--- src/rtl/hoaaned_accumulator_if.sv ---
// rtl/hoaaned_accumulator_if.sv - operand/result handshake bundle for hoaaned_accumulator
// Purpose: groups the operand input stream and the result output port.
// Parameters: DATA_WIDTH (operand width), ACC_WIDTH (result width).
// Signals:
//   in_valid/in_ready/in_data/in_last  operand beat handshake (producer -> accumulator)
//   out_valid/out_ready                result handshake (accumulator -> consumer)
//   out_data/out_count/out_overflow    frame result, beat count, sticky overflow
//   approx_en                          per-beat approximation select (HOAANED_ACC_BYPASS_EN only)
// Modports: master = producer/consumer side, slave = accumulator side.
interface hoaaned_accumulator_if #(
  parameter int DATA_WIDTH = 16,
  parameter int ACC_WIDTH  = 32
);
  logic                  in_valid;
  logic                  in_ready;
  logic [DATA_WIDTH-1:0] in_data;
  logic                  in_last;
  logic                  out_valid;
  logic                  out_ready;
  logic [ACC_WIDTH-1:0]  out_data;
  logic [15:0]           out_count;
  logic                  out_overflow;
`ifdef HOAANED_ACC_BYPASS_EN
  logic                  approx_en;

  modport master (
    output in_valid, in_data, in_last, out_ready, approx_en,
    input  in_ready, out_valid, out_data, out_count, out_overflow
  );
  modport slave (
    input  in_valid, in_data, in_last, out_ready, approx_en,
    output in_ready, out_valid, out_data, out_count, out_overflow
  );
`else
  modport master (
    output in_valid, in_data, in_last, out_ready,
    input  in_ready, out_valid, out_data, out_count, out_overflow
  );
  modport slave (
    input  in_valid, in_data, in_last, out_ready,
    output in_ready, out_valid, out_data, out_count, out_overflow
  );
`endif
endinterface

--- src/rtl/hoaaned_accumulator.sv ---
// rtl/hoaaned_accumulator.sv - streaming frame accumulator using HOAANED approximate addition
// Purpose: sums a frame of unsigned operands; the low IMPRECISE_PART bits use the
//   HOAANED approximate adder, the upper bits are exact. Result handed off over valid/ready.
// Ports:
//   clk  rising-edge clock
//   rst  asynchronous active-high reset
//   bus  hoaaned_accumulator_if.slave (operand stream in, result out)
// Configuration macro: HOAANED_ACC_BYPASS_EN adds bus.approx_en; when it is low an
//   accumulating beat uses the exact ACC_WIDTH-bit add instead.
module hoaaned_accumulator #(
  parameter int DATA_WIDTH     = 16,
  parameter int ACC_WIDTH      = 32,
  parameter int IMPRECISE_PART = 8
) (
  input logic                  clk,
  input logic                  rst,
  hoaaned_accumulator_if.slave bus
);
  localparam int K = IMPRECISE_PART;
  localparam int N = ACC_WIDTH;

  typedef enum logic [1:0] {IDLE, ACCUM, HOLD} state_t;

  state_t         state;
  logic [N-1:0]   acc;
  logic [15:0]    count;
  logic           ovf;
  logic           in_ready_q;
  logic           out_valid_q;

  logic [N-1:0]   in_ext;
  logic [N-1:0]   approx_sum;
  logic           approx_carry;
  logic [N-K:0]   hi_sum;
  logic           w;
  logic           p;
  logic [N-1:0]   next_sum;
  logic           next_carry;
  logic           accept;

  assign in_ext = N'(bus.in_data);
  assign accept = bus.in_valid & in_ready_q;

  // HOAANED add of acc and the incoming operand.
  always_comb begin
    approx_sum = '0;
    for (int i = 0; i < K - 2; i++) begin
      approx_sum[i] = 1'b1;
    end
    approx_sum[K-2] = acc[K-2] | in_ext[K-2];
    w = acc[K-1] & in_ext[K-1];
    p = acc[K-2] & in_ext[K-2];
    approx_sum[K-1] = w ? p : (acc[K-1] | in_ext[K-1] | p);
    // Upper part is exact, with w acting as the carry-in from the approximate part.
    hi_sum = {1'b0, acc[N-1:K]} + {1'b0, in_ext[N-1:K]} + {{(N-K){1'b0}}, w};
    approx_sum[N-1:K] = hi_sum[N-K-1:0];
    approx_carry = hi_sum[N-K];
  end

`ifdef HOAANED_ACC_BYPASS_EN
  logic [N:0] exact_sum;
  assign exact_sum = {1'b0, acc} + {1'b0, in_ext};

  always_comb begin
    next_sum   = approx_sum;
    next_carry = approx_carry;
    if (!bus.approx_en) begin
      next_sum   = exact_sum[N-1:0];
      next_carry = exact_sum[N];
    end
  end
`else
  assign next_sum   = approx_sum;
  assign next_carry = approx_carry;
`endif

  always_ff @(posedge clk or posedge rst) begin
    if (rst) begin
      state       <= IDLE;
      acc         <= '0;
      count       <= '0;
      ovf         <= 1'b0;
      in_ready_q  <= 1'b0;
      out_valid_q <= 1'b0;
    end else begin
      case (state)
        IDLE: begin
          in_ready_q <= 1'b1;
          if (accept) begin
            // First beat of a frame loads exactly; nothing to approximate against.
            acc   <= in_ext;
            count <= 16'd1;
            ovf   <= 1'b0;
            if (bus.in_last) begin
              state       <= HOLD;
              in_ready_q  <= 1'b0;
              out_valid_q <= 1'b1;
            end else begin
              state <= ACCUM;
            end
          end
        end
        ACCUM: begin
          in_ready_q <= 1'b1;
          if (accept) begin
            acc   <= next_sum;
            count <= (count == 16'hFFFF) ? count : count + 16'd1;
            ovf   <= ovf | next_carry;
            if (bus.in_last) begin
              state       <= HOLD;
              in_ready_q  <= 1'b0;
              out_valid_q <= 1'b1;
            end
          end
        end
        HOLD: begin
          if (bus.out_ready) begin
            state       <= IDLE;
            in_ready_q  <= 1'b1;
            out_valid_q <= 1'b0;
          end
        end
        default: begin
          state       <= IDLE;
          in_ready_q  <= 1'b0;
          out_valid_q <= 1'b0;
        end
      endcase
    end
  end

  assign bus.in_ready     = in_ready_q;
  assign bus.out_valid    = out_valid_q;
  assign bus.out_data     = acc;
  assign bus.out_count    = count;
  assign bus.out_overflow = ovf;
endmodule
--- src/flat_wrapper.sv ---
// flat-port wrapper written by rule: the top's interface ports become plain ports
module hoaaned_accumulator_flat 
#(
  parameter int DATA_WIDTH     = 16,
  parameter int ACC_WIDTH      = 32,
  parameter int IMPRECISE_PART = 8
)
  (clk, rst, bus_in_valid, bus_in_data, bus_in_last, bus_out_ready, bus_in_ready, bus_out_valid, bus_out_data, bus_out_count, bus_out_overflow);
  hoaaned_accumulator_if #(.DATA_WIDTH(DATA_WIDTH), .ACC_WIDTH(ACC_WIDTH)) bus_i ();
  input logic clk;
  input logic rst;
  input wire logic [$bits(bus_i.in_valid)-1:0] bus_in_valid;
  input wire logic [$bits(bus_i.in_data)-1:0] bus_in_data;
  input wire logic [$bits(bus_i.in_last)-1:0] bus_in_last;
  input wire logic [$bits(bus_i.out_ready)-1:0] bus_out_ready;
  output wire logic [$bits(bus_i.in_ready)-1:0] bus_in_ready;
  output wire logic [$bits(bus_i.out_valid)-1:0] bus_out_valid;
  output wire logic [$bits(bus_i.out_data)-1:0] bus_out_data;
  output wire logic [$bits(bus_i.out_count)-1:0] bus_out_count;
  output wire logic [$bits(bus_i.out_overflow)-1:0] bus_out_overflow;
  assign bus_i.in_valid = bus_in_valid;
  assign bus_i.in_data = bus_in_data;
  assign bus_i.in_last = bus_in_last;
  assign bus_i.out_ready = bus_out_ready;
  assign bus_in_ready = bus_i.in_ready;
  assign bus_out_valid = bus_i.out_valid;
  assign bus_out_data = bus_i.out_data;
  assign bus_out_count = bus_i.out_count;
  assign bus_out_overflow = bus_i.out_overflow;
  hoaaned_accumulator #(.DATA_WIDTH(DATA_WIDTH), .ACC_WIDTH(ACC_WIDTH), .IMPRECISE_PART(IMPRECISE_PART)) u_core (.clk(clk), .rst(rst), .bus(bus_i));
endmodule
--- config.mk ---
export PLATFORM = sky130hd
export DESIGN_NAME = hoaaned_accumulator_flat
export DESIGN_NICKNAME = d
export VERILOG_FILES = /design/src/rtl/hoaaned_accumulator_if.sv /design/src/rtl/hoaaned_accumulator.sv /design/src/flat_wrapper.sv
export SDC_FILE = /design/constraint.sdc
export NUM_CORES = 1
export LEC_CHECK = 0
export ABC_AREA = 1
export CAP_MARGIN = 20
export CORE_ASPECT_RATIO = 1.5
export CORE_MARGIN = 3
export CORE_UTILIZATION = 31
export CTS_BUF_LIST = sky130_fd_sc_hd__clkbuf_16
export CTS_CLUSTER_SIZE = 10
export DETAILED_ROUTE_END_ITERATION = 7
export GPL_TIMING_DRIVEN = 0
export PLACE_DENSITY = 0.62
export SLEW_MARGIN = 40
export SYNTH_ARGS = -nofsm -noshare
export SYNTH_HDL_FRONTEND = slang
export SYNTH_SLANG_ARGS = --single-unit
--- constraint.sdc ---
create_clock -name clk -period 5.1 [get_ports clk]
set_input_delay 1.02 -clock clk [delete_from_list [all_inputs] [get_ports clk]]
set_output_delay 1.02 -clock clk [all_outputs]
set_load 0.02 [all_outputs]
==> metrics.md, run 1 <==
| Metric | Value |
|---|---|
| Buffers on Ports | `71` |
| Post-synth top area cell | `dfrtp_1` |
| Total grt overflow | `0` |
| Most common cell on crit path | `nand2_1` |
| Ys Warns | `0` |
| IO Count | `72` |
| Antenna violations before repair | `0` |
| Post-Route WL | `9680 um` |
| Area of the core | `0.0106 mm2` |
| Die ar. | `0.0122 mm2` |
| DR vias/cell | `4.88` |
| Post-synthesis sequential area ratio | `39.2%` |
| Post-DP Area | `0.00430 mm2` |
| Share of layout cells above drive strength 1 | `5.98%` |
| Wire length of the first global-routing pass | `16,000 um` |
| RD Place Congestion | `0.922` |
| Post-synthesis cell area | `0.00338 mm2` |
| Post-route minimum period | `3.14 ns` |
| Post-synthesis cell count | `472` |
| Busiest grt layer | `met2` |
| WP buf/inv | `3` |
| Status | `complete, no violations` |
| Setup Fix Bufs, Post-CTS | `0` |
| Hold Worst Slack | `0.511 ns` |
| Nets | `582` |
| Final period util | `61.6%` |
| TritonCTS clock tree | `done` |
| Die H | `134 um` |
| Leak | `2.01 nW` |
| Slowest stage delay, CP | `0.53 ns` |
| Chip Width | `91.3 um` |
| Crit path DAT | `3.32 ns` |
| Pre-CTS setup slack | `1.65 ns` |
| Met1 Resource Use GR | `17.7%` |
| FF+latch count, synth | `53` |
| Slew Limit Fails | `0` |
| Avg Cell Area, Syn | `7.17 um2` |
| CTS buffer count | `5` |
| Max-Cap Viols | `0` |
| PostCTS Resize Cnt | `0` |
| Clk_lat worst skew | `0.30 ns` |
| Met2 Track Usage GR | `29.4%` |
| RSZ-0062 raised after global routing | `false` |
| Router iterations before antenna repair | `4` |
| Clk root buf | `clkbuf_16` |
| Post-route antenna net violation count | `0` |
| Synth unique cells | `37` |
| Routed vias | `3,395` |
| Final hold vios | `0` |
| Clock Sink Count | `53` |
| Cells along the critical path | `clkdlybuf4s50_1, nand2_1, fa_1, inv_1, fa_1, nand2_1, nand3_1, nand2_1, inv_1, nand2_1, nand2_1, nand2_1, xor2_1, nor2_1` |
| GR Util met3 | `2.92%` |
| Initial Util | `31.9%` |
| Net Count, Synth | `503` |
| Hold-fix buffers, CTS | `0` |
| Largest net degree at the start of global routing | `32` |
| Crit Path Class | `in2reg` |
| Peak VDD IR | `0.159 mV` |
| Crit Path Max Fanout | `7` |
| Max-Slew Margin vs Limit | `67.1%` |
| Post-synth top area share | `39.2%` |
| Sum Neg Setup Slack | `0 ns` |
| Setup violations, final | `0` |
| Slowest cell on crit path | `clkdlybuf4s50_1` |
| Fmax | `319 MHz` |
| Crit path max-delay family | `simple AND/OR/NAND/NOR gates` |
| 1st-iter DRT viols | `107` |
| Vias in the first global route | `3,428` |
| Hold Path Class | `reg2reg` |
| Power, Total | `1.86 mW` |
| Row count | `46` |
| N_diodes | `0` |
| Top cells by area, synth | `dfrtp_1 (39%), nand2_1 (15%), inv_1 (7.1%), nand3_1 (6.1%), nor2_1 (5.8%)` |
| Worst Max-Slew Pin Slew | `0.491 ns` |
| Clock Path Buffers | `2` |
| H-tree depth | `2` |
| Startpoint types | `primary input` |
| Skew final | `0.00369 ns` |
| Required @ worst endpoint | `5.28 ns` |
| DRC violations left | `0` |
| Worst-path clk slew | `0.07 ns` |
| Worst setup EP type | `flop` |
| Power Density | `419 mW/mm2` |
| Area delta synth->final | `31.2%` |
| Worst setup margin | `1.96 ns` |
| Final instance area | `0.00444 mm2` |
| Total Routing Usage GR | `16.3%` |
| Wire per inst | `13.9 um` |
| DP HPWL | `7520 um` |
per-layer routing:
metal	routed length, um	vias to the layer above
met5	0	-
met4	303	0
met3	418	20
met2	5120	87
met1	3830	1590
li1	-	1698
state kept, by name, indices dropped and copies added (netlist names):
register,count
u_core.bus.out_count,16
u_core.bus.out_data,32
u_core.bus.out_overflow,1
u_core.bus.in_ready,1
u_core.bus.out_valid,1
u_core.state,2
cell usage after synthesis:
library cell  count
a211oi_1          1
a21boi_0          1
a21o_1            1
a21oi_1          10
a21oi_2           1
a311oi_1          1
a31oi_1           1
buf_2             6
buf_6             2
dfrtp_1          53
fa_1              2
ha_1              8
inv_1            64
inv_2             4
nand2_1         137
nand2_2           2
nand3_1          41
nand3_4           1
nand3b_1          1
nand4_1          15
nor2_1           52
nor2_2            1
nor2_4            1
nor3_1            9
nor3_2            1
nor4_1            2
o211ai_1          2
o21ai_0          17
o21ai_4           1
o21bai_1          6
o221ai_1          3
o22a_1            6
o22ai_1           4
o31ai_1           3
or2_2             5
xnor2_1           1
xor2_1            6
cell usage in the layout, fill, tap and decap left out, drive strengths merged, types with 5 or more instances in the layout:
master,n
nand2,139
clkdlybuf4s50,71
inv,70
nor2,54
dfrtp,53
nand3,42
o21ai,18
nand4,15
a21oi,11
nor3,10
buf,9
ha,8
o21bai,6
xor2,6
o22a,6
or2,5
clkbuf,5
logic make-up (layout without fill, tap and decap cells):
logic type,Yosys count,after routing,synth area share (%)
and+or+nand+nor,268,268,34.4
AOI/OAI and AO/OA,58,58,11.4
buffers and inverters,76,156,9.10
adders and majority gates,10,10,4.14
xor gates and xnor gates,7,7,1.81
DFF,53,53,39.2
path summary, 6_finish.rpt:
kind / end / slack (ns) / startpoint / depth (start not counted)
min in group asynchronous: u_core.bus.out_count[13] / 1.04 / rst / 2
setup / recovery: u_core.bus.out_data[16] / 1.96 / bus_in_data[7] / 14
hold reg to reg: u_core.bus.out_data[2] / 0.51 / u_core.bus.out_data[2] / 1
hold / removal: u_core.bus.out_data[2] / 0.51 / u_core.bus.out_data[2] / 1
max in group asynchronous: u_core.bus.out_data[7] / 3.60 / rst / 3
setup reg to reg: u_core.bus.out_data[16] / 2.79 / u_core.bus.out_data[7] / 13
area by class of cell:
type,instances,area (um2)
Buffer,8,52.6
Clock buffer,5,125
Clock inverter,3,15.0
Fill cell,1108,6150
Inverter,68,258
Multi-Input combinational cell,343,1750
Sequential cell,53,1330
Tap cell,144,180
Timing Repair Buffer,72,731
through the flow:
stage | cells | util, %
3_3_place_gp | 687 | 40.3
6_report | 696 | 41.9
3_5_place_dp | 688 | 40.6
5_1_grt | 696 | 41.9
2_1_floorplan | 472 | -
4_1_cts | 696 | 41.9
report_power, final:
group,switching (mW),internal [mW],leakage [nW],total [mW]
combinational,0.535,0.366,1.26,0.901
sequential,0.104,0.514,0.676,0.618
clock,0.161,0.179,0.0724,0.340
No activity file was read; power rests on OpenSTA's default activity.
==> run 2: changes to the inputs <==
Clock period 5.1 ns to 2.97 ns, I/O delays scaled along.
==> results of run 2 <==
The final DEF is identical to that of run 1. Status: complete, no violations.
Main changes from that run: setup slack after placement 1.65 ns -> -0.0529 ns; setup slack after layout 1.96 ns -> 0.256 ns; register-to-register setup slack 2.79 ns -> 0.66 ns; total power 1.86 mW -> 3.19 mW; worst IR drop on VDD 0.159 mV -> 0.273 mV
==> run 3: changes to the inputs <==
Settings changed: CAP_MARGIN 20 to unset, CTS_BUF_LIST sky130_fd_sc_hd__clkbuf_16 to unset, GPL_ROUTABILITY_DRIVEN set to 1.
==> run 3 against run 2 <==
Net effect: routed wire length fell by 0.36%; largest cell class unchanged; worst hold slack barely moved; register-to-register slack barely moved; total power rose by 0.20%; final cell count did not move; first-iteration DRC count fell by 6.5%; combinational power barely moved; setup slack got worse by 0.0044 ns; design area did not move; die area did not move; non-clock buffer count did not move; highest routed layer unchanged; clock power rose by 0.9%.
==> metrics.md, run 3 (synthesis gave the netlist of run 1 again) <==
| Metric | Value |
|---|---|
| Worst Max-Slew Pin Slew | `0.491 ns` |
| Clk root buf | `clkbuf_16` |
| DR vias/cell | `4.89` |
| RD Place Congestion | `0.922` |
| Pre-CTS setup slack | `-0.0529 ns` |
| Hold-fix buffers, CTS | `0` |
| Die H | `134 um` |
| Most frequent cells in the layout | `nand2_1 (137), clkdlybuf4s50_1 (71), inv_1 (63)` |
| Area of the core | `0.0106 mm2` |
| Status | `complete, no violations` |
| Final hold vios | `0` |
| Wire length of the first global-routing pass | `16,000 um` |
| Fmax | `368 MHz` |
| H-tree depth | `2` |
| Power Density | `721 mW/mm2` |
| Post-Route WL | `9640 um` |
| Buffers on Ports | `71` |
| Max-Cap Viols | `0` |
| Post-route antenna net violation count | `0` |
| Total grt overflow | `0` |
| RSZ-0062 raised after global routing | `false` |
| Row count | `46` |
| Cells along the critical path | `clkdlybuf4s50_1, nand2_1, fa_1, inv_1, fa_1, nand2_1, nand3_1, nand2_1, inv_1, nand2_1, nand2_1, nand3_1, nand2_1, nand2_1, nor2_1` |
| Post-route minimum period | `2.72 ns` |
| N_diodes | `0` |
| Skew final | `0.00369 ns` |
| Total Routing Usage GR | `16.3%` |
| Largest net degree at the start of global routing | `32` |
| Clock Path Buffers | `2` |
| Leak | `2.00 nW` |
| Slowest stage delay, CP | `0.53 ns` |
| Routed vias | `3,404` |
| Crit Path Max Fanout | `7` |
| Max reg flops | `32` |
| Non-Filler Instances | `696` |
| Share of layout cells above drive strength 1 | `5.98%` |
| TritonCTS clock tree | `done` |
| Startpoint types | `primary input` |
| Router iterations before antenna repair | `4` |
| Max-Slew Margin vs Limit | `67.1%` |
| Most common cell after layout, fill and taps aside | `nand2_1` |
| DRC violations left | `0` |
| Setup Fix Bufs, Post-CTS | `0` |
| Initial Util | `31.9%` |
| Nets | `582` |
| Cell total after placement | `688` |
| Wire per inst | `13.9 um` |
| PostCTS Resize Cnt | `0` |
| Slowest cell on crit path | `clkdlybuf4s50_1` |
| Post-DP Area | `0.00430 mm2` |
| Die ar. | `0.0122 mm2` |
| Worst setup margin | `0.252 ns` |
| Fin util | `41.9%` |
| Hold Worst Slack | `0.511 ns` |
| Crit path DAT | `2.95 ns` |
| Sum Neg Setup Slack | `0 ns` |
| Crit Path Class | `in2reg` |
| Chip Width | `91.3 um` |
| Area delta synth->final | `31.2%` |
| Worst setup EP type | `flop` |
| Worst-path clk slew | `0.07 ns` |
| 1st-iter DRT viols | `100` |
| Final period util | `91.5%` |
| Setup violations, final | `0` |
| Required @ worst endpoint | `3.20 ns` |
| Vias in the first global route | `3,428` |
| Clock Sink Count | `53` |
| IO Count | `72` |
| Clk_lat worst skew | `0.29 ns` |
| Hold Path Class | `reg2reg` |
| Antenna violations before repair | `0` |
| Final instance area | `0.00444 mm2` |
| Most common cell on crit path | `nand2_1` |
| DP HPWL | `7520 um` |
| Power, Total | `3.20 mW` |
| Slew Limit Fails | `0` |
| CTS buffer count | `5` |
| Peak VDD IR | `0.274 mV` |
## run 3: final cells by class
type                    instances  area (um2)
plain buffers                   8        52.6
clock buffers                   7         133
clock inverters                 1        7.51
fillers                      1108        6150
inverters                      68         258
multi-input cells             343        1750
flip-flops and latches         53        1330
well taps                     144         180
repair buffers                 72         731
## run 3: power by group
part | switching, mW | internal [mW]
Clock | 0.275 | 0.314
Combinational | 0.920 | 0.629
Sequential | 0.178 | 0.882
Total | 1.37 | 1.83
## run 3: critical path: cells and delay by family
kind | cells | cell delay, ns
adders and majority gates | 2 | 0.64
buffers and inverters | 3 | 0.75
and+or+nand+nor | 10 | 0.97
## run 3: per-layer routing
metal	vias up	global-route usage, %	share of wire (%)
met5	-	0	0
met2	93	29.4	52
li1	1699	-	-
met1	1585	17.7	39
met3	27	2.92	4.4
met4	0	9.23	4.3
## run 3: final timing paths
kind / slack [ns] / cells past startpoint / startpoint / endpoint
max: 0.25 / 15 / bus_in_data[7] / u_core.bus.out_data[20]
min: 0.51 / 1 / u_core.bus.out_data[2] / u_core.bus.out_data[2]
max reg2reg: 0.66 / 14 / u_core.bus.out_data[7] / u_core.bus.out_data[20]
min reg2reg: 0.51 / 1 / u_core.bus.out_data[2] / u_core.bus.out_data[2]
max in group asynchronous: 1.89 / 3 / rst / u_core.bus.out_data[7]
min in group asynchronous: 0.61 / 2 / rst / u_core.bus.out_count[13]
==> edit: new RTL, settings of run 2 <==
`ACC_WIDTH` is set to 32 in 3 places; all go to 16.
--- a/src/rtl/hoaaned_accumulator_if.sv
+++ b/src/rtl/hoaaned_accumulator_if.sv
@@ -11,3 +11,3 @@
   parameter int DATA_WIDTH = 16,
-  parameter int ACC_WIDTH  = 32
+  parameter int ACC_WIDTH  = 16
 );
--- a/src/rtl/hoaaned_accumulator.sv
+++ b/src/rtl/hoaaned_accumulator.sv
@@ -11,3 +11,3 @@
   parameter int DATA_WIDTH     = 16,
-  parameter int ACC_WIDTH      = 32,
+  parameter int ACC_WIDTH      = 16,
   parameter int IMPRECISE_PART = 8
--- a/src/flat_wrapper.sv
+++ b/src/flat_wrapper.sv
@@ -4,3 +4,3 @@
   parameter int DATA_WIDTH     = 16,
-  parameter int ACC_WIDTH      = 32,
+  parameter int ACC_WIDTH      = 16,
   parameter int IMPRECISE_PART = 8
Ports: changed (resized bus_out_data); port bits go from 72 to 56. The function was not compared with the original's and may differ.
==> edit against run 2 <==
  * Power shrank 13%
  * Critical path depth shrank 2
  * Sequential cell count shrank 16
  * Non-clock buffer count shrank 16
  * Sequential power shrank 27%
  * Setup slack gained 160 ps
  * Routed wire length shrank 35%
  * Synthesized area shrank 29%
  * Combinational power shrank 11%
  * Final area shrank 27%
  * Global-route usage shrank 1.1 points
  * Core utilization grew 2.2 points
  * Largest cell class unchanged
==> edit: results (changes against run 2) <==
Power
The switching power is 1.13 mW (-17%). The maximum ir drop on the vdd rail was 0.445 mV (+63%). The static power due to leakage is 1.47 nW (-27%). The total combinational power came to 1.38 mW (-11%). The relative contribution of sequential cells to total power is 0.278 (-0.054).

Place
The total half-perimeter wirelength after legalization and detailed placement is 4780 um (-36%). The final weighted congestion in routability-driven placement is 0.877 (-4.9%). The number of input and output port buffers inserted was 55 (-23%). The instance count after placement with tap cells included is 486 (-29%).

Global routing
The met2 demand-to-capacity share in global routing came to 0.281 (-0.0127). The global routing met1 resource utilization is 0.166 (-0.0107). The global-route usage over all layers is 0.151 (-0.0113). The largest net degree at the start of global routing was 25 (-22%). The number of antenna violations at the first check in global routing was 0 (unchanged). The number of global-route vias before repair was 2300 (-33%). The wire length of the first global-routing pass is 10700 um (-33%). The routing usage on met3 is 0.0332 (+0.00399).

Yosys
The synthesized-area fraction occupied by xor and xnor cells was 0.0220 (+0.00391). In the post-synthesis netlist, the biggest area contributors are dfrtp_1 (39%), nand2_1 (16%), inv_1 (6.8%). Ranked by instance count, the synthesized netlist is headed by nand2_1 (100), inv_1 (43), dfrtp_1 (37), nor2_1 (35), nand3_1 (24). The fraction of the mapped netlist area in adder cells came to 0.0588 (+0.0173). The synthesized net count was 361 (-28%). The mean post-synth cell area was 7.23 sq um (+0.86%). The share of synthesized area occupied by flip-flops and latches is 0.388 (-0.00391). The compound-gate portion of the synthesized area came to 0.118 (+0.00447). The post-synthesis cell type count is 32 (-14%).

Status
The flow ran to the end, and the final reports show no timing, DRC or antenna violations.

Routing
The count of vias placed by the detailed router came to 2330 (-31%). The number of violations reported at the end of detailed-routing iteration 0 is 88 (-18%). The routed length per placed instance is 12.7 um (-8.9%). The sum of met3 wire segment lengths after detailed routing is 295 um (-29%). The routed length on met1 was 2540 um (-34%).

CTS
The post-cts sizing count is 0 (unchanged). The insertion delay to the later sink of the worst-skew pair is 280 ps (-20 ps).

Layout
The number of nets in the layout came to 424 (-27%). The ratio of cells with drive above 1 in the final layout came to 0.0685 (+0.00875).

Critical path
The maximum fanout encountered on the critical timing path came to 3 (-4). In this design, the largest share of critical-path delay is due to adder cells. The data arrival time at the worst-slack endpoint is 2720 ps (-170 ps).

Timing
The headroom to the max-slew limit is 0.639 (-0.0324). The post-route clock skew is 5.29 ps (+1.60 ps).
[edit: changes by cell type after synthesis, moves of 6 or more]
cell     delta
nand3_1    -17
dfrtp_1    -16
inv_1      -21
nor2_1     -17
nand2_1    -37
nor3_1      -6
nand4_1    -12
o21ai_1     +9
[edit: cell type report]
type	instances	area, sq um
Inverter	45	169
Clock inverter	3	46.3
Tap cell	100	125
Fill cell	763	4120
Multi-Input combinational cell	240	1230
Clock buffer	5	125
Sequential cell	37	926
Buffer	8	55.1
Timing Repair Buffer	56	571
[edit: final timing paths]
check	slack (ps)	cells past startpoint	from	endpoint
worst max register to register	850	11	u_core.bus.out_data[7]$_DFFE_PP0P_	u_core.bus.out_data[14]$_DFFE_PP0P_
worst min-delay path	480	2	u_core.bus.out_valid$_DFFE_PP0P_	u_core.bus.out_valid$_DFFE_PP0P_
min in group asynchronous	590	2	rst	u_core.bus.out_data[0]$_DFFE_PP0P_
worst max-delay path	420	12	bus_in_data[7]	u_core.bus.out_data[14]$_DFFE_PP0P_
worst min register to register	480	2	u_core.bus.out_valid$_DFFE_PP0P_	u_core.bus.out_valid$_DFFE_PP0P_
max in group asynchronous	1940	3	rst	u_core.state[1]$_DFFE_PP0P_
[edit: cells by family after synthesis]
logic type,Yosys count
adders and majority gates,10
AOI/OAI and AO/OA,46
buffers and inverters,53
xor gates and xnor gates,6
DFF,37
and+or+nand+nor,178
[edit: per-stage QoR]
| stage | power (mW) | hold slack, ps | cell area [sq um] | worst slack (ps) |
|---|---|---|---|---|
| final | 2.76 | 484 | 3250 | 421 |
| after global placement | 2.13 | 471 | 3060 | 213 |
| after global routing | 2.98 | 520 | 3250 | 282 |
| after detailed placement | 2.16 | 480 | 3080 | 169 |
| after floorplan | 1.64 | 551 | 2380 | 896 |
| after CTS | 2.80 | 495 | 3250 | 460 |
